[config.mk]
export PLATFORM = sky130hd
export DESIGN_NAME = ddr_cmd_sequencer
export DESIGN_NICKNAME = d
export VERILOG_FILES = /design/src/rtl/ddr_cmd_pkg.sv /design/src/rtl/cmd_delay_counter.sv /design/src/rtl/ddr_cmd_sequencer.sv
export SDC_FILE = /design/constraint.sdc
export NUM_CORES = 1
export LEC_CHECK = 0
export BUFFER_PORTS_ARGS = -buffer_cell sky130_fd_sc_hd__buf_2
export CAP_MARGIN = 10
export CELL_PAD_IN_SITES_DETAIL_PLACEMENT = 0
export CELL_PAD_IN_SITES_GLOBAL_PLACEMENT = 2
export CORE_MARGIN = 1.5
export CORE_UTILIZATION = 34
export DETAILED_ROUTE_END_ITERATION = 10
export GPL_TIMING_DRIVEN = 1
export HOLD_SLACK_MARGIN = 0.12
export PLACE_DENSITY = 0.92
export SYNTH_ARGS = -nofsm -noshare
export SYNTH_HDL_FRONTEND = slang
export SYNTH_SLANG_ARGS = --single-unit
[constraint.sdc]
create_clock -name clk -period 2.6 [get_ports clk]
set_input_delay 0.52 -clock clk [delete_from_list [all_inputs] [get_ports clk]]
set_output_delay 0.52 -clock clk [all_outputs]
set_load 0.01 [all_outputs]
[src/rtl/ddr_cmd_pkg.sv]
// ddr_cmd_pkg: shared types and default timing for the DDR command sequencer.
//   state_t  - sequencer FSM states
//   cmd_t    - kind of command strobe issued in a cycle
//   DEF_*    - default timing constants shared with the timing benches
package ddr_cmd_pkg;

    typedef enum logic [2:0] {
        S_IDLE,
        S_ACT,
        S_WAIT_RCD,
        S_CAS,
        S_BURST,
        S_WAIT_WR,
        S_PRE,
        S_WAIT_RP
    } state_t;

    typedef enum logic [2:0] {
        CMD_NONE,
        CMD_ACT,
        CMD_RD,
        CMD_RDA,
        CMD_WR,
        CMD_WRA,
        CMD_PR
    } cmd_t;

    localparam int unsigned DEF_BGWIDTH  = 2;
    localparam int unsigned DEF_BAWIDTH  = 2;
    localparam int unsigned DEF_ROWWIDTH = 16;
    localparam int unsigned DEF_COLWIDTH = 10;
    localparam int unsigned DEF_BL       = 8;
    localparam int unsigned DEF_T_RCD    = 15;
    localparam int unsigned DEF_T_WR     = 12;
    localparam int unsigned DEF_T_RP     = 15;

endpackage

[src/rtl/cmd_delay_counter.sv]
// cmd_delay_counter: loadable down-counter that saturates at zero.
//   clk, reset        - clock, async active-high reset
//   load, load_val    - load strobe and value (load wins over counting)
//   zero              - high while the count is zero
module cmd_delay_counter #(
    parameter int unsigned WIDTH = 4
) (
    input  logic             clk,
    input  logic             reset,
    input  logic             load,
    input  logic [WIDTH-1:0] load_val,
    output logic             zero
);

    logic [WIDTH-1:0] cnt;

    // Count down to zero and hold there; never wraps.
    always_ff @(posedge clk or posedge reset) begin
        if (reset) begin
            cnt <= '0;
        end else if (load) begin
            cnt <= load_val;
        end else if (cnt != '0) begin
            cnt <= cnt - WIDTH'(1);
        end
    end

    assign zero = (cnt == '0);

endmodule

[src/rtl/ddr_cmd_sequencer.sv]
// ddr_cmd_sequencer: accepts one read/write request at a time and issues the
// ACT, RD/RDA/WR/WRA and PR strobes honouring tRCD, BL, tWR and tRP.
//   clk, reset                      - clock, async active-high reset
//   req_valid/req_ready             - request handshake (ready decoded from state)
//   req_write, req_ap               - direction and auto-precharge select
//   req_bg, req_ba, req_row, req_col- request address fields
//   bg, ba, addr                    - registered address for the current command
//   ACT, RD, RDA, WR, WRA, PR       - registered one-cycle command strobes
//   done                            - registered pulse on the first idle cycle after a request
module ddr_cmd_sequencer
    import ddr_cmd_pkg::*;
#(
    parameter int unsigned BGWIDTH  = DEF_BGWIDTH,
    parameter int unsigned BAWIDTH  = DEF_BAWIDTH,
    parameter int unsigned ROWWIDTH = DEF_ROWWIDTH,
    parameter int unsigned COLWIDTH = DEF_COLWIDTH,
    parameter int unsigned BL       = DEF_BL,
    parameter int unsigned T_RCD    = DEF_T_RCD,
    parameter int unsigned T_WR     = DEF_T_WR,
    parameter int unsigned T_RP     = DEF_T_RP
) (
    input  logic                clk,
    input  logic                reset,
    input  logic                req_valid,
    output logic                req_ready,
    input  logic                req_write,
    input  logic                req_ap,
    input  logic [BGWIDTH-1:0]  req_bg,
    input  logic [BAWIDTH-1:0]  req_ba,
    input  logic [ROWWIDTH-1:0] req_row,
    input  logic [COLWIDTH-1:0] req_col,
    output logic [BGWIDTH-1:0]  bg,
    output logic [BAWIDTH-1:0]  ba,
    output logic [((ROWWIDTH > COLWIDTH) ? ROWWIDTH : COLWIDTH)-1:0] addr,
    output logic                ACT,
    output logic                RD,
    output logic                RDA,
    output logic                WR,
    output logic                WRA,
    output logic                PR,
    output logic                done
);

    localparam int unsigned ADDRWIDTH = (ROWWIDTH > COLWIDTH) ? ROWWIDTH : COLWIDTH;
    localparam int unsigned DMAX1     = (T_RCD > BL + T_WR) ? T_RCD : BL + T_WR;
    localparam int unsigned DMAX      = (DMAX1 > T_RP) ? DMAX1 : T_RP;
    localparam int unsigned CNTW      = $clog2(DMAX + 1);

    state_t              state, next_state;
    cmd_t                next_cmd;
    logic                hs;
    logic                cnt_load;
    logic [CNTW-1:0]     cnt_val;
    logic                cnt_zero;
    logic                hold_write;
    logic                hold_ap;
    logic [COLWIDTH-1:0] hold_col;

    assign req_ready = (state == S_IDLE) && !reset;
    assign hs        = req_valid && req_ready;

    cmd_delay_counter #(.WIDTH(CNTW)) u_dly (
        .clk      (clk),
        .reset    (reset),
        .load     (cnt_load),
        .load_val (cnt_val),
        .zero     (cnt_zero)
    );

    // State register.
    always_ff @(posedge clk or posedge reset) begin
        if (reset) begin
            state <= S_IDLE;
        end else begin
            state <= next_state;
        end
    end

    // Next state, delay-counter load on wait-state entry, and command for the next cycle.
    always_comb begin
        next_state = state;
        cnt_load   = 1'b0;
        cnt_val    = '0;
        next_cmd   = CMD_NONE;

        case (state)
            S_IDLE:     if (hs) next_state = S_ACT;
            S_ACT:      next_state = (T_RCD > 1) ? S_WAIT_RCD : S_CAS;
            S_WAIT_RCD: if (cnt_zero) next_state = S_CAS;
            S_CAS:      next_state = S_BURST;
            S_BURST:    if (cnt_zero) next_state = (hold_write && (T_WR > 0)) ? S_WAIT_WR : S_PRE;
            S_WAIT_WR:  if (cnt_zero) next_state = S_PRE;
            S_PRE:      next_state = (T_RP > 1) ? S_WAIT_RP : S_IDLE;
            S_WAIT_RP:  if (cnt_zero) next_state = S_IDLE;
            default:    next_state = S_IDLE;
        endcase

        // Loaded value is (cycles in state - 1); the state exits when the count hits zero.
        if (next_state != state) begin
            case (next_state)
                S_WAIT_RCD: begin cnt_load = 1'b1; cnt_val = CNTW'(T_RCD - 2); end
                S_BURST:    begin cnt_load = 1'b1; cnt_val = CNTW'(BL - 2);    end
                S_WAIT_WR:  begin cnt_load = 1'b1; cnt_val = CNTW'(T_WR - 1);  end
                S_WAIT_RP:  begin cnt_load = 1'b1; cnt_val = CNTW'(T_RP - 2);  end
                default:    ;
            endcase
        end

        case (next_state)
            S_ACT:   next_cmd = CMD_ACT;
            S_CAS:   next_cmd = hold_write ? (hold_ap ? CMD_WRA : CMD_WR)
                                           : (hold_ap ? CMD_RDA : CMD_RD);
            S_PRE:   next_cmd = hold_ap ? CMD_NONE : CMD_PR;
            default: next_cmd = CMD_NONE;
        endcase
    end

    // Registered strobes and address; ACT is only ever entered on a handshake,
    // so the row comes straight from the request inputs.
    always_ff @(posedge clk or posedge reset) begin
        if (reset) begin
            ACT        <= 1'b0;
            RD         <= 1'b0;
            RDA        <= 1'b0;
            WR         <= 1'b0;
            WRA        <= 1'b0;
            PR         <= 1'b0;
            done       <= 1'b0;
            bg         <= '0;
            ba         <= '0;
            addr       <= '0;
            hold_write <= 1'b0;
            hold_ap    <= 1'b0;
            hold_col   <= '0;
        end else begin
            ACT  <= (next_cmd == CMD_ACT);
            RD   <= (next_cmd == CMD_RD);
            RDA  <= (next_cmd == CMD_RDA);
            WR   <= (next_cmd == CMD_WR);
            WRA  <= (next_cmd == CMD_WRA);
            PR   <= (next_cmd == CMD_PR);
            done <= (state != S_IDLE) && (next_state == S_IDLE);

            case (next_cmd)
                CMD_ACT:                         addr <= ADDRWIDTH'(req_row);
                CMD_RD, CMD_RDA, CMD_WR, CMD_WRA: addr <= ADDRWIDTH'(hold_col);
                default:                         addr <= '0;
            endcase

            if (hs) begin
                bg         <= req_bg;
                ba         <= req_ba;
                hold_write <= req_write;
                hold_ap    <= req_ap;
                hold_col   <= req_col;
            end else if (next_state == S_IDLE) begin
                bg <= '0;
                ba <= '0;
            end
        end
    end

endmodule

==> results.md, run 1 <==
* Status: complete, no violations
* Nets@finish at 246
* Register area share after synthesis at 61.52%
* Filler cell count at 530
* Worst-path clk slew at 0.09 ns
* Worst Reg-to-Reg Cells at 4
* Flop-to-flop setup slack at 0.57 ns
* Worst Skew at 0.007852 ns
* FF-to-FF End: hold_ap$_DFFE_PP0P_
* Largest net degree at the start of global routing at 34
* Mapped Cells at 145
* Fin Setup TNS at 0 ns
* Root Driver: clkbuf_8
* Drt first pass iters at 4
* CP max FO at 12
* Die W at 77.99 µm
* PwrDens at 801.5 mW/mm²
* Share of layout cells above drive strength 1 at 42.86%
* Setup violators final at 0
* Die ar. at 0.006082 mm²
* First-pass GRT wire length at 6430 µm
* PortBufs at 62
* Path category of the worst min-delay check: in2async
* DRC at 0
* Clk sinks at 47
* Worst Path Required at 2.08 ns
* Row cnt at 27
* Critical Path Start: state[1]$_DFF_PP0_
* Pwr Total at 1.919 mW
* Register area at 0.001176 mm²
* Tmin final at 2.037 ns
* GR Overflow Total at 0
* Initial detailed-routing violation count at 62
* CP endpoint kind: output port
* Worst-skew pair later-pin latency at 0.30 ns
* Routed via count at 1371
* Mapped cell area at 0.001912 mm²
* Initial Util at 34.93%
* Core Util, Final at 43.76%
* DP Wirelength at 2684 µm
* Area Growth Syn to Fin at 25.26%
* Synth warnings at 0
* CTS Hold Bufs at 0
* Area of the multi-input gates at 666.9 µm²
* Reg2reg start: state[1]$_DFF_PP0_
* CTS H-tree lvls at 2
* Diode count at 0
* Via density at 4.862
* VDD IR-drop max at 0.0003802 V
* Worst slew margin at 60.28%
* Number of global-route vias before repair at 1332
* Core Box Area at 0.005473 mm²
* Top Ports at 63
* Postcts setup bufs at 0
* Fmax at 0.4910 GHz
* Post_cts resized at 0
* GRT Util Overall at 14.08%
* Worst slew pin tran at 0.5950 ns
* Die Ht at 77.99 µm
* Slew Limit Fails at 0
* Final Hold Viols at 0
* CP endpoint: req_ready
* Max cap viols at 0
* FF+latch count, synth at 47
* Syn Area/Cell at 13.19 µm²
* DR WL/cell at 13.54 µm
* Unique masters post-synth at 36
* Clock buffer depth at 2
* Worst setup path class: reg2out
* Crit path DAT at 1.52 ns
* Startpoint Class: flip-flop
* LEAKAGE at 1.259 nW
* WL final at 3819 µm
* Post-Syn Nets at 182
* Initial antenna violation count at 0
* RSZ-0062 raised after global routing: false
* ANT nets after route at 0
* TritonCTS clock tree: yes
* Routability Congestion at 0.8359
* Final Cycle Share at 78.34%
* Total CTS buffers at 5
-- worst min path at each step --
stage	slack, ns	to
4_1_cts	0.36	bg[0]$_DFFE_PP0P_
2_1_floorplan	0.46	addr[5]$_DFF_PP0_
6_report	0.33	ba[1]$_DFFE_PP0P_
3_5_place_dp	0.48	addr[3]$_DFF_PP0_
5_1_grt	0.38	hold_col[4]$_DFFE_PP0P_
3_3_place_gp	0.47	addr[3]$_DFF_PP0_
-- synth_stat cells, drive strengths merged --
cell / n / share of area [%]
nor4b: 2 / 1.2
o21ai: 3 / 0.79
mux2: 12 / 7.1
nand2: 3 / 0.59
or3: 1 / 0.59
xnor2: 2 / 0.92
nor3: 2 / 0.52
or4b: 1 / 0.52
inv: 6 / 1.2
xor2: 1 / 0.46
ha: 2 / 1.3
o211ai: 2 / 0.79
a22o: 14 / 6.4
o21a: 1 / 0.39
clkbuf: 4 / 0.79
o2111a: 1 / 0.59
o31a: 2 / 0.92
nand3: 2 / 0.52
a2111oi: 1 / 0.46
and3: 3 / 0.98
nor2: 3 / 0.59
nor2b: 2 / 0.65
a21oi: 4 / 1.0
buf: 5 / 1.6
and2: 6 / 2.0
a22oi: 1 / 0.39
o2111ai: 1 / 0.46
dfrtp: 47 / 62
nor3b: 4 / 2.2
o221ai: 2 / 0.92
a31oi: 2 / 0.65
nand2b: 2 / 0.65
nor4: 1 / 0.33
-- layout by cell type, fill, tap and decap left out, types with 3 or more instances in the layout --
cell and n:
inv_1 5, buf_4 4, and3_1 3, a22o_1 14, nand2_1 3, nor2_1 3, nor3b_1 3, a21oi_1 4
dfrtp_1 47, mux2_2 12, clkbuf_8 6, and2_1 6, buf_2 62, o21ai_0 3
-- through the flow --
stage | setup WS (ns) | cell area [µm²] | std cells | hold slack (ns)
after floorplan | 0.8131 | 1912 | 145 | 0.4620
after global placement | 0.6054 | 2296 | 274 | 0.4731
after detailed placement | 0.5764 | 2296 | 274 | 0.4760
after CTS | 0.5393 | 2395 | 282 | 0.3561
after global routing | 0.4570 | 2395 | 282 | 0.3760
final | 0.5633 | 2395 | 282 | 0.3253
-- sequential cells by signal (all words and copies together), names as in the netlist, 2 cells and up --
name	flops
addr	16
u_dly.cnt	5
hold_col	10
bg	2
ba	2
state	3
-- power by group --
part           total (mW)  switching [mW]  leakage, nW  internal, mW
sequential          0.981           0.138        0.628         0.843
clock               0.465           0.248       0.0474         0.217
combinational       0.473           0.231        0.584         0.243
-- area by class of cell --
| class | instances | area share [%] |
|---|---|---|
| clock inverter | 2 | 0.6792 |
| tap | 72 | 3.762 |
| inverter | 6 | 0.9404 |
| multi-input combinational | 83 | 27.85 |
| clock buffer | 6 | 3.448 |
| timing repair buffer | 66 | 14.21 |
| sequential | 47 | 49.11 |
-- logic make-up (layout without fill, tap and decap cells) --
group	Yosys count	count (layout)	synth area share, %
simple gates	32	32	11.32
mux	12	12	7.068
xor+xnor	3	3	1.375
flops	47	47	61.52
compound gates	34	34	13.81
fa+ha+maj	2	2	1.309
buf+inv	15	80	3.599
-- per-layer routing --
layer / up-vias / wire [µm] / global-route usage [%]
met5: - / 0 / 0
met3: 8 / 237 / 4.706
li1: 654 / - / -
met1: 659 / 1823 / 19.47
met2: 50 / 1658 / 19.30
met4: 0 / 99 / 7.500
-- critical path, stage by stage (launching register included) --
cell and delay [ns]:
dfrtp_1 0.51, or3_4 0.47, nor2_1 0.10, buf_2 0.13
Note: power is estimated with default switching activity, not from simulation.
==> run 2, diff against run 1 <==
--- a/config.mk
+++ b/config.mk
@@ -10,11 +10,11 @@
 export CELL_PAD_IN_SITES_DETAIL_PLACEMENT = 0
 export CELL_PAD_IN_SITES_GLOBAL_PLACEMENT = 2
 export CORE_MARGIN = 1.5
-export CORE_UTILIZATION = 34
+export CORE_UTILIZATION = 32
 export DETAILED_ROUTE_END_ITERATION = 10
 export GPL_TIMING_DRIVEN = 1
 export HOLD_SLACK_MARGIN = 0.12
-export PLACE_DENSITY = 0.92
+export PLACE_DENSITY = 0.88
 export SYNTH_ARGS = -nofsm -noshare
 export SYNTH_HDL_FRONTEND = slang
 export SYNTH_SLANG_ARGS = --single-unit
==> constraint.sdc (replaced) <==
create_clock -name clk -period 2.1 [get_ports clk]
set_input_delay 0.42 -clock clk [delete_from_list [all_inputs] [get_ports clk]]
set_output_delay 0.42 -clock clk [all_outputs]
set_load 0.01 [all_outputs]
==> run 2 against run 1 <==
- non-clock buffer count up 2
- worst hold slack got worse by 0.17 ns
- sequential power up 17%
- clock-buffer cell count is 1 lower
- critical endpoint is now bg[0]$_DFFE_PP0P_
==> results.md, run 2 (same netlist as run 1, synthesis figures left out) <==
* Routability Congestion at 0.7474 (was 0.8359)
* LEAKAGE at 1.276 nW (was 1.259 nW)
* Flop-to-flop setup slack at 0.16 ns (was 0.57 ns)
* Root Driver: clkbuf_8 (unchanged)
* Crit path DAT at 2.13 ns (was 1.52 ns)
* Postcts setup bufs at 0 (unchanged)
* Worst Path Required at 2.30 ns (was 2.08 ns)
* Via density at 4.863 (was 4.862)
* Number of flip-flops under the largest register name at 16 (unchanged)
* Post-Place Cell Area at 0.002336 mm² (was 0.002296 mm²)
* WL met1 at 1821 µm (was 1823 µm)
* Max layer used: met4 (unchanged)
* Die W at 80.30 µm (was 77.99 µm)
* Clk sinks at 47 (unchanged)
* Nets@finish at 248 (was 246)
* Setup violators final at 0 (unchanged)
* Pwr Total at 2.384 mW (was 1.919 mW)
* Worst slew margin at 69.76% (was 60.28%)
* CTS H-tree lvls at 2 (unchanged)
* Routed via count at 1381 (was 1371)
* Slew Limit Fails at 0 (unchanged)
* Row cnt at 27 (unchanged)
* Final Cycle Share at 92.24%
* CP endpoint kind: flip-flop (was output port)
* Number of global-route vias before repair at 1451 (was 1332)
* DRC at 0 (unchanged)
* Final Hold Viols at 0 (unchanged)
* Worst setup path class: reg2reg (was reg2out)
* Setup ws final at 0.1629 ns (was 0.5633 ns)
* Initial Util at 33.89% (was 34.93%)
* Worst Skew at 0.009669 ns (was 0.007852 ns)
* Max cap viols at 0 (unchanged)
* Die Ht at 80.30 µm (was 77.99 µm)
* Commonest non-fill, non-tap cell in the layout: buf_2 (unchanged)
* Fmax at 0.5162 GHz
* Startpoint Class: flip-flop (unchanged)
* Commonest non-fill, non-tap cells in the layout: buf_2, dfrtp_1, a22o_1 (unchanged)
* Internal Power at 1.612 mW (was 1.303 mW)
* Path category of the worst min-delay check: in2async (unchanged)
* Largest regs: addr x16, hold_col x10, u_dly.cnt x5 (unchanged)
* RSZ-0062 raised after global routing: false (unchanged)
* GRT Util Overall at 13.25% (was 14.08%)
* Area Growth Syn to Fin at 26.77% (was 25.26%)
* Core Box Area at 0.005642 mm² (was 0.005473 mm²)
* Status: complete, no violations (unchanged)
* Clk network pwr share at 22.9% (was 24.2%)
* Worst slew pin tran at 0.4536 ns (was 0.5950 ns)
* Switching Fraction at 32.40% (was 32.10%)
* ANT nets after route at 0 (unchanged)
* FF-to-FF End: bg[0]$_DFFE_PP0P_ (was hold_ap$_DFFE_PP0P_)
* Diode count at 0 (unchanged)
* Post-place setup slack at 0.1833 ns (was 0.5764 ns)
* Fin Setup TNS at 0 ns (unchanged)
* First-pass GRT wire length at 6506 µm (was 6430 µm)
* Top Ports at 63 (unchanged)
* CP max FO at 7 (was 12)
* Largest net degree at the start of global routing at 34 (unchanged)
* WL final at 4069 µm (was 3819 µm)
* DR WL/cell at 14.33 µm (was 13.54 µm)
* DP Wirelength at 2981 µm (was 2684 µm)
* Sw power at 772.4 µW (was 616.2 µW)
* VDD IR-drop max at 0.0003901 V (was 0.0003802 V)
* Worst-path clk slew at 0.09 ns (about the same)
* Met3 WL at 253 µm (was 237 µm)
* Reg power frac at 48.3% (was 51.1%)
* Tmin final at 1.937 ns
* Filler cell count at 541 (was 530)
* WL met2 at 1930 µm (was 1658 µm)
* CTS Hold Bufs at 0 (unchanged)
* Biggest register: addr (unchanged)
* Worst Reg-to-Reg Cells at 5 (was 4)
* Die ar. at 0.006447 mm² (was 0.006082 mm²)
* Worst-skew pair later-pin latency at 0.30 ns (about the same)
* Total CTS buffers at 5 (unchanged)
* PwrDens at 983.7 mW/mm² (was 801.5 mW/mm²)
* Initial detailed-routing violation count at 57 (was 62)
* Initial antenna violation count at 0 (unchanged)
* Post_cts resized at 0 (unchanged)
* PortBufs at 62 (unchanged)
* Share of layout cells above drive strength 1 at 43.40% (was 42.86%)
* GR Overflow Total at 0 (unchanged)
* Drt first pass iters at 4 (unchanged)
* TritonCTS clock tree: yes (unchanged)
* Clock buffer depth at 2 (unchanged)
* Design area at 0.002424 mm² (was 0.002395 mm²)
* Core Util, Final at 42.96% (was 43.76%)
* Combinational power share at 28.8% (was 24.7%)
* Reg2reg start: u_dly.cnt[0]$_DFFE_PP0P_ (was state[1]$_DFF_PP0_)
run 2: cell count changes in the layout (fill, tap and decap cells not counted):
| cell | delta |
|---|---|
| inv_6 | +1 |
| clkinv_4 | -1 |
| clkbuf_8 | -1 |
| clkinvlp_4 | -1 |
| buf_12 | +2 |
| clkinv_2 | +2 |
run 2: how the worst max path moves through the flow:
| stage | startpoint | end | depth (start not counted) |
|---|---|---|---|
| 4_1_cts | u_dly.cnt[0]$_DFFE_PP0P_ | bg[0]$_DFFE_PP0P_ | 5 |
| 3_5_place_dp | u_dly.cnt[0]$_DFFE_PP0P_ | bg[0]$_DFFE_PP0P_ | 5 |
| 5_1_grt | u_dly.cnt[0]$_DFFE_PP0P_ | ba[1]$_DFFE_PP0P_ | 5 |
| 3_3_place_gp | u_dly.cnt[0]$_DFFE_PP0P_ | bg[1]$_DFFE_PP0P_ | 5 |
| 6_report | u_dly.cnt[0]$_DFFE_PP0P_ | bg[0]$_DFFE_PP0P_ | 5 |
| 2_1_floorplan | state[0]$_DFF_PP0_ | hold_col[1]$_DFFE_PP0P_ | 5 |
run 2: power by group through the flow:
| stage | Sequential, mW | Clock [mW] | Combinational [mW] |
|---|---|---|---|
| floorplan | 1.16 | 0 | 0.474 |
| global placement | 1.17 | 0 | 0.695 |
| detailed placement | 1.17 | 0 | 0.696 |
| CTS | 1.15 | 0.567 | 0.697 |
| global route | 1.17 | 0.602 | 0.773 |
| finish | 1.15 | 0.545 | 0.687 |
run 2: cell type report:
class	instances	area [µm²]	share of cell area, %
clock buffer	5	68.82	2.839
clock inverter	3	18.77	0.7744
inverter	6	22.52	0.9293
multi-input combinational	83	666.9	27.52
sequential	47	1176	48.53
tap	72	90.09	3.717
timing repair buffer	68	380.4	15.69
run 2: per-stage QoR:
| step | hold slack (ns) | instances |
|---|---|---|
| 6_report | 0.1559 | 284 |
| 5_1_grt | 0.1886 | 284 |
| 4_1_cts | 0.1688 | 284 |
| 3_5_place_dp | 0.4718 | 276 |
| 3_3_place_gp | 0.4697 | 276 |
| 2_1_floorplan | 0.4620 | 145 |
run 2: critical path, cell delays in order (launching register included):
cell and delay [ns]:
dfrtp_1 0.40, inv_1 0.14, ha_1 0.17, or4b_1 0.58, o31a_1 0.35, a22o_1 0.20
run 2: layer usage:
layer / track usage, % / vias to the layer above
li1: - / 654
met1: 15.83 / 670
met2: 22.69 / 49
met3: 3.409 / 8
met4: 5.172 / 0
met5: 0 / -
